File: config.mk
export PLATFORM = sky130hd
export DESIGN_NAME = stat_update_scheduler
export DESIGN_NICKNAME = d
export VERILOG_FILES = /design/src/rtl/stat_update_scheduler.sv
export SDC_FILE = /design/constraint.sdc
export NUM_CORES = 1
export LEC_CHECK = 0
export ABC_AREA = 1
export BUFFER_PORTS_ARGS = -buffer_cell sky130_fd_sc_hd__buf_4
export CAP_MARGIN = 20
export CORE_ASPECT_RATIO = 0.6
export CORE_UTILIZATION = 62
export DETAILED_ROUTE_END_ITERATION = 12
export GPL_TIMING_DRIVEN = 1
export HOLD_SLACK_MARGIN = 0.02
export PLACE_DENSITY = 0.8
export SYNTH_ARGS = -nofsm -noshare
export SYNTH_HDL_FRONTEND = slang
export SYNTH_SLANG_ARGS = --single-unit
export TNS_END_PERCENT = 10
File: constraint.sdc
create_clock -name clk -period 3.58 [get_ports clk]
set_clock_uncertainty 0.1 [all_clocks]
set_input_delay 0.537 -clock clk [delete_from_list [all_inputs] [get_ports clk]]
set_output_delay 0.537 -clock clk [all_outputs]
set_load 0.02 [all_outputs]
File: src/rtl/stat_update_scheduler.sv
// Pet stat bank plus its update scheduler: a ms prescaler, three per-need
// period timers and a feed request raise pending flags, and a round-robin
// arbiter applies one +/-1 update per clock to the shared stat bank.
// upd_valid/upd_sel/upd_sat form a one-cycle notification with no back-pressure:
// upd_valid is high for exactly the cycle in which the new stat value is first visible.
module stat_update_scheduler #(
    parameter int CLK_PER_MS = 50000,
    parameter int ENER_MS    = 40000,
    parameter int FEED_MS    = 10000,
    parameter int ENT_MS     = 20000
) (
    input  logic       clk,
    input  logic       rst,
    input  logic       mode_sleep,
    input  logic       mode_play,
    input  logic       mode_dead,
    input  logic       feed_pulse,
    output logic [2:0] energy,
    output logic [2:0] hunger,
    output logic [2:0] entertainment,
    output logic       ms_tick,
    output logic       upd_valid,
    output logic [1:0] upd_sel,
    output logic       upd_sat,
    output logic       evt_drop
);

    localparam int PW = (CLK_PER_MS > 1) ? $clog2(CLK_PER_MS) : 1;
    localparam int EW = (ENER_MS > 1) ? $clog2(ENER_MS) : 1;
    localparam int FW = (FEED_MS > 1) ? $clog2(FEED_MS) : 1;
    localparam int TW = (ENT_MS > 1) ? $clog2(ENT_MS) : 1;

    localparam logic [PW-1:0] PRESC_LAST = PW'(CLK_PER_MS - 1);
    localparam logic [EW-1:0] ENER_LAST  = EW'(ENER_MS - 1);
    localparam logic [FW-1:0] FEED_LAST  = FW'(FEED_MS - 1);
    localparam logic [TW-1:0] ENT_LAST   = TW'(ENT_MS - 1);
    localparam logic [2:0]    STAT_MAX   = 3'd5;

    logic [PW-1:0] presc_q;
    logic [EW-1:0] ener_cnt_q;
    logic [FW-1:0] feed_cnt_q;
    logic [TW-1:0] ent_cnt_q;
    logic [3:0]    pending_q, pending_d;
    logic [1:0]    rr_q;
    logic [2:0]    energy_q, hunger_q, ent_q;
    logic          upd_valid_q, upd_sat_q, evt_drop_q;
    logic [1:0]    upd_sel_q;

    logic          tick, run;
    logic [3:0]    evt, gnt_onehot;
    logic          gnt_vld;
    logic [1:0]    gnt_idx, scan_idx;
    logic [2:0]    stat_cur, stat_d;
    logic          stat_inc, stat_sat, drop_d;

    assign tick = (presc_q == PRESC_LAST);
    assign run  = ~mode_dead;

    // ms prescaler: free-running, keeps counting even while dead
    always_ff @(posedge clk or posedge rst) begin
        if (rst)       presc_q <= '0;
        else if (tick) presc_q <= '0;
        else           presc_q <= presc_q + PW'(1);
    end

    // Per-need period counters: advance on ms ticks only, frozen while dead
    always_ff @(posedge clk or posedge rst) begin
        if (rst) begin
            ener_cnt_q <= '0;
            feed_cnt_q <= '0;
            ent_cnt_q  <= '0;
        end else if (tick && run) begin
            ener_cnt_q <= (ener_cnt_q == ENER_LAST) ? '0 : ener_cnt_q + EW'(1);
            feed_cnt_q <= (feed_cnt_q == FEED_LAST) ? '0 : feed_cnt_q + FW'(1);
            ent_cnt_q  <= (ent_cnt_q == ENT_LAST) ? '0 : ent_cnt_q + TW'(1);
        end
    end

    // Event sources: timer wraps and the feed request, all suppressed while dead
    always_comb begin
        evt    = 4'b0000;
        evt[0] = tick && run && (ener_cnt_q == ENER_LAST);
        evt[1] = tick && run && (feed_cnt_q == FEED_LAST);
        evt[2] = tick && run && (ent_cnt_q == ENT_LAST);
        evt[3] = feed_pulse && run;
    end

    // Round-robin arbiter: first pending source at or after rr_q, wrapping at 3
    always_comb begin
        gnt_vld  = 1'b0;
        gnt_idx  = 2'd0;
        scan_idx = 2'd0;
        for (int k = 3; k >= 0; k--) begin
            scan_idx = rr_q + 2'(k);
            if (pending_q[scan_idx]) begin
                gnt_vld = run;
                gnt_idx = scan_idx;
            end
        end
        gnt_onehot = gnt_vld ? (4'b0001 << gnt_idx) : 4'b0000;
    end

    // Granted stat: direction sampled now, saturating at 0 and 5
    always_comb begin
        stat_cur = hunger_q;
        stat_inc = 1'b0;
        case (gnt_idx)
            2'd0:    begin stat_cur = energy_q; stat_inc = mode_sleep; end
            2'd1:    begin stat_cur = hunger_q; stat_inc = 1'b0;       end
            2'd2:    begin stat_cur = ent_q;    stat_inc = mode_play;  end
            default: begin stat_cur = hunger_q; stat_inc = 1'b1;       end
        endcase
        stat_sat = stat_inc ? (stat_cur == STAT_MAX) : (stat_cur == 3'd0);
        if (stat_sat)      stat_d = stat_cur;
        else if (stat_inc) stat_d = stat_cur + 3'd1;
        else               stat_d = stat_cur - 3'd1;
    end

    // Pending update: a new event beats the clear of a same-cycle grant
    always_comb begin
        pending_d = run ? ((pending_q & ~gnt_onehot) | evt) : 4'b0000;
        drop_d    = |(evt & pending_q & ~gnt_onehot);
    end

    // Pending flags, rr pointer and the registered notification pulses
    always_ff @(posedge clk or posedge rst) begin
        if (rst) begin
            pending_q   <= 4'b0000;
            rr_q        <= 2'd0;
            upd_valid_q <= 1'b0;
            upd_sel_q   <= 2'd0;
            upd_sat_q   <= 1'b0;
            evt_drop_q  <= 1'b0;
        end else begin
            pending_q   <= pending_d;
            if (gnt_vld) rr_q <= gnt_idx + 2'd1;
            upd_valid_q <= gnt_vld;
            upd_sel_q   <= gnt_vld ? gnt_idx : 2'd0;
            upd_sat_q   <= gnt_vld && stat_sat;
            evt_drop_q  <= drop_d;
        end
    end

    // Single-write stat bank; feed and hunger-decay share the hunger register
    always_ff @(posedge clk or posedge rst) begin
        if (rst) begin
            energy_q <= STAT_MAX;
            hunger_q <= STAT_MAX;
            ent_q    <= STAT_MAX;
        end else if (gnt_vld) begin
            case (gnt_idx)
                2'd0:    energy_q <= stat_d;
                2'd2:    ent_q    <= stat_d;
                default: hunger_q <= stat_d;
            endcase
        end
    end

    assign energy        = energy_q;
    assign hunger        = hunger_q;
    assign entertainment = ent_q;
    assign ms_tick       = tick;
    assign upd_valid     = upd_valid_q;
    assign upd_sel       = upd_sel_q;
    assign upd_sat       = upd_sat_q;
    assign evt_drop      = evt_drop_q;

endmodule
==> flow_metrics.tcl <==
set metrics [dict create \
    initial_core_util_pct 64.5 \
    clock_latency_ps 340 \
    gp_congestion 0.945 \
    ff2ff_setup_slack_ps 370 \
    rows 24 \
    routed_via_density 5.59 \
    power_frac_seq_pct 32.7 \
    postCtsSetupBuffers 0 \
    grt.met2_usage_pct 41.4 \
    arrival_ps 3400 \
    max_slew_margin_pct 67.0 \
    setup_tns_ps 0 \
    post-route-period-util_pct 89.7 \
    swShare_pct 39.1 \
    synth_seq_area_share_pct 43.2 \
    route.detailed.drc 0 \
    routed_wl_um 11000 \
    post-route-min-period_ps 3210 \
    io_pins 21 \
    busiest_layer "met1" \
    drtAntennaViolNets 0 \
    fp.dieW_um 115 \
    final_common_cell "nand2_1" \
    met1_usage_pct 47.9 \
    nFillCells 570 \
    syn_nets 622 \
    synth_area_mm2 0.00471 \
    wl_per_cell_um 14.8 \
    report.final.hold_viol_count 0 \
    area_delta_synth_final_pct 12.4 \
    critPathLaunchType "flop" \
    path_class "flop to flop" \
    final_cell_mix "121 x nand2_1, 104 x inv_1, 74 x dfrtp_1" \
    finalNetCount 648 \
    ys_async_sr_fraction_pct 100 \
    pre_cts_slack_ps 271 \
    multi_input_area_mm2 0.00222 \
    r2r_end "hunger[2]" \
    cp.required_ps 3770 \
    ys_ff_latch 81 \
    clk_pin_slew_worst_paths_ps 60 \
    end_kind "flop" \
    synth_compound_area_share_pct 8.21 \
    peakVddDrop_uv 380 \
    overflow 0 \
    grt_pass1_wl_um 18700 \
    synth_area_per_cell_um2 7.76 \
    outcome "completed" \
    ys_warn_count 0 \
    crit_path_start "rr_q[0]" \
    drt_iter0_drc 397 \
    core_mm2 0.00730 \
    yosys.area_share.simple_pct 32.6 \
    p_switching_mw 1.34 \
    total_power_mw 3.42 \
    num_vias 4148 \
    dpl.hpwl_um 8270 \
    portBuffers 20 \
    rsz0062_at_grt "no" \
    cts_buffer_depth 2 \
    max_freq_mhz 311 \
    yosysTopAreaCell "dfrtp_1" \
    synth.area.top_cells "dfrtp_1 40%, nand2_1 9.6%, inv_1 8.4%" \
    dr.pass1.iters 5 \
    cts_root_buffer "clkbuf_16" \
    r2r_cells 24 \
    synth_edf_count 0 \
    slew_viol_final 0 \
    yosys.area_share.adder_pct 2.39 \
    cts_sinks 81 \
    netlist-cell-type-count 48 \
    pwr-share-clk_pct 28.8 \
    p_comb_share_pct 38.4 \
    power_density_mw_per_mm2 646 \
    antennaDiodeCount 0 \
    setup_slack_ps 368 \
    cts_tree "yes" \
    rr_startpoint "rr_q[0]" \
    synth_top_family_by_area "simple AND/OR/NAND/NOR gates" \
    synth_ff_type "dfrtp_1" \
    path_max_fanout 11 \
    use_met3_pct 9.62 \
    syn_inst 607 \
    die_area_mm2 0.00796 \
    grt_max_degree 38 \
    leakagePower_nw 2.64 \
    htreeDepth 3 \
    track_usage_pct 30.9 \
    drv_cap 0 \
    synth_top_area_share_pct 39.9 \
    synth_xor_area_share_pct 3.91 \
    synth.area.mux_share_pct 0 \
    seq_area_mm2 0.00204 \
    finalSetupViolations 0 \
    grt_pass1_vias 3802 \
    internal-power_mw 2.08 \
    holdCritPathClass "input port to asynchronous set/reset pin" \
    die_y_um 69.5 \
    worst_pin_slew_ps 493 \
    cts_inserted_buffers 9 \
    drive_gt1_share_pct 13.5 \
    antenna_found_initial 0 \
]
-- synthesized netlist by cell type (2+ instances only) --
cell and instances:
ha_1 9, nor3_2 2, or2_2 2, dfrtp_1 75, o21ai_1 5, o21ai_0 21, nand2_2 6, nor4_1 15
a21oi_1 26, nand4_2 2, and3_1 3, dfstp_2 6, xor2_1 17, nor2_1 52, nor3_1 27, inv_2 4
nor2_4 3, inv_1 105, nand3_1 38, o22ai_1 2, buf_2 2, nand2_1 121, nand3_2 7, clkbuf_1 3
o21a_1 2, o21ai_2 2, nand4_1 21, nor2_2 4, xnor2_1 4, a211oi_1 3
-- metal layers --
metal / wire (um) / part of all wire (%)
met5: 0 / 0
met3: 836 / 7.6
met2: 4500 / 41
met4: 149 / 1.4
met1: 5480 / 50
-- kinds of logic after synthesis --
kind of cell,Yosys count
AOI/OAI and AO/OA,68
xor gates and xnor gates,21
adders and majority gates,9
buffers and inverters,117
DFF,81
and+or+nand+nor,311
-- final cells by class --
class                           instances  share of cell area [%]
Sequential cell                        81                    38.5
Inverter                              110                    7.87
Tap cell                              104                    2.46
Clock buffer                           11                    4.59
Multi-Input combinational cell        409                    42.0
Clock inverter                          5                    1.49
Timing Repair Buffer                   22                    3.12
-- worst max-delay path, stage by stage (launching register included) --
cell	delay (ps)
dfrtp_2	460
inv_1	150
nand2_1	90
nand3_1	120
nand3_1	160
nand2_1	60
nand2_1	60
nand2_1	70
a21oi_2	210
inv_1	120
ha_1	250
nand2_1	90
nand3_1	90
o21ai_2	110
inv_1	80
ha_1	310
nand3_1	120
nand2_1	80
inv_1	50
nand2_1	40
nand2_1	50
nand2_1	40
nand2_1	110
nand2_1	60
nand2_1	70
-- how the worst max path moves through the flow --
stage                end  cells after the start  slack, ps
6_report       hunger[2]                     24        370
3_3_place_gp   hunger[2]                     24        580
3_5_place_dp   hunger[2]                     24        270
5_1_grt        energy[2]                     23         60
2_1_floorplan  hunger[2]                     24        850
4_1_cts        hunger[2]                     24        230
-- state kept, by name, summed over array words and instances (netlist names), 2 cells and up --
register / count
ent_cnt_q: 15
hunger: 3
feed_cnt_q: 14
rr_q: 2
ener_cnt_q: 16
entertainment: 3
presc_q: 16
pending_q: 4
energy: 3
upd_sel: 2
-- power groups by stage --
stage	clock (mW)	sequential, mW	combinational, mW
detailed placement	0	1.13	1.27
floorplan	0	1.16	0.879
CTS	1.00	1.11	1.29
finish	0.986	1.12	1.31
global route	1.05	1.13	1.48
global placement	0	1.13	1.24
-- per-stage QoR --
step	cell area [um^2]	hold slack (ps)	util, %	std cells
after floorplan	4710	325	-	607
after global placement	4970	337	68.1	726
after detailed placement	4970	350	68.1	726
after CTS	5290	46.9	72.5	742
after global routing	5290	69.1	72.5	742
final	5290	44.4	72.5	742
-- timing repair --
action,4_1_cts,5_1_grt
endpoints found under the setup margin,0,3
hold buffers,0,0
gates resized for setup,0,2
(Power assumes the default switching activity.)
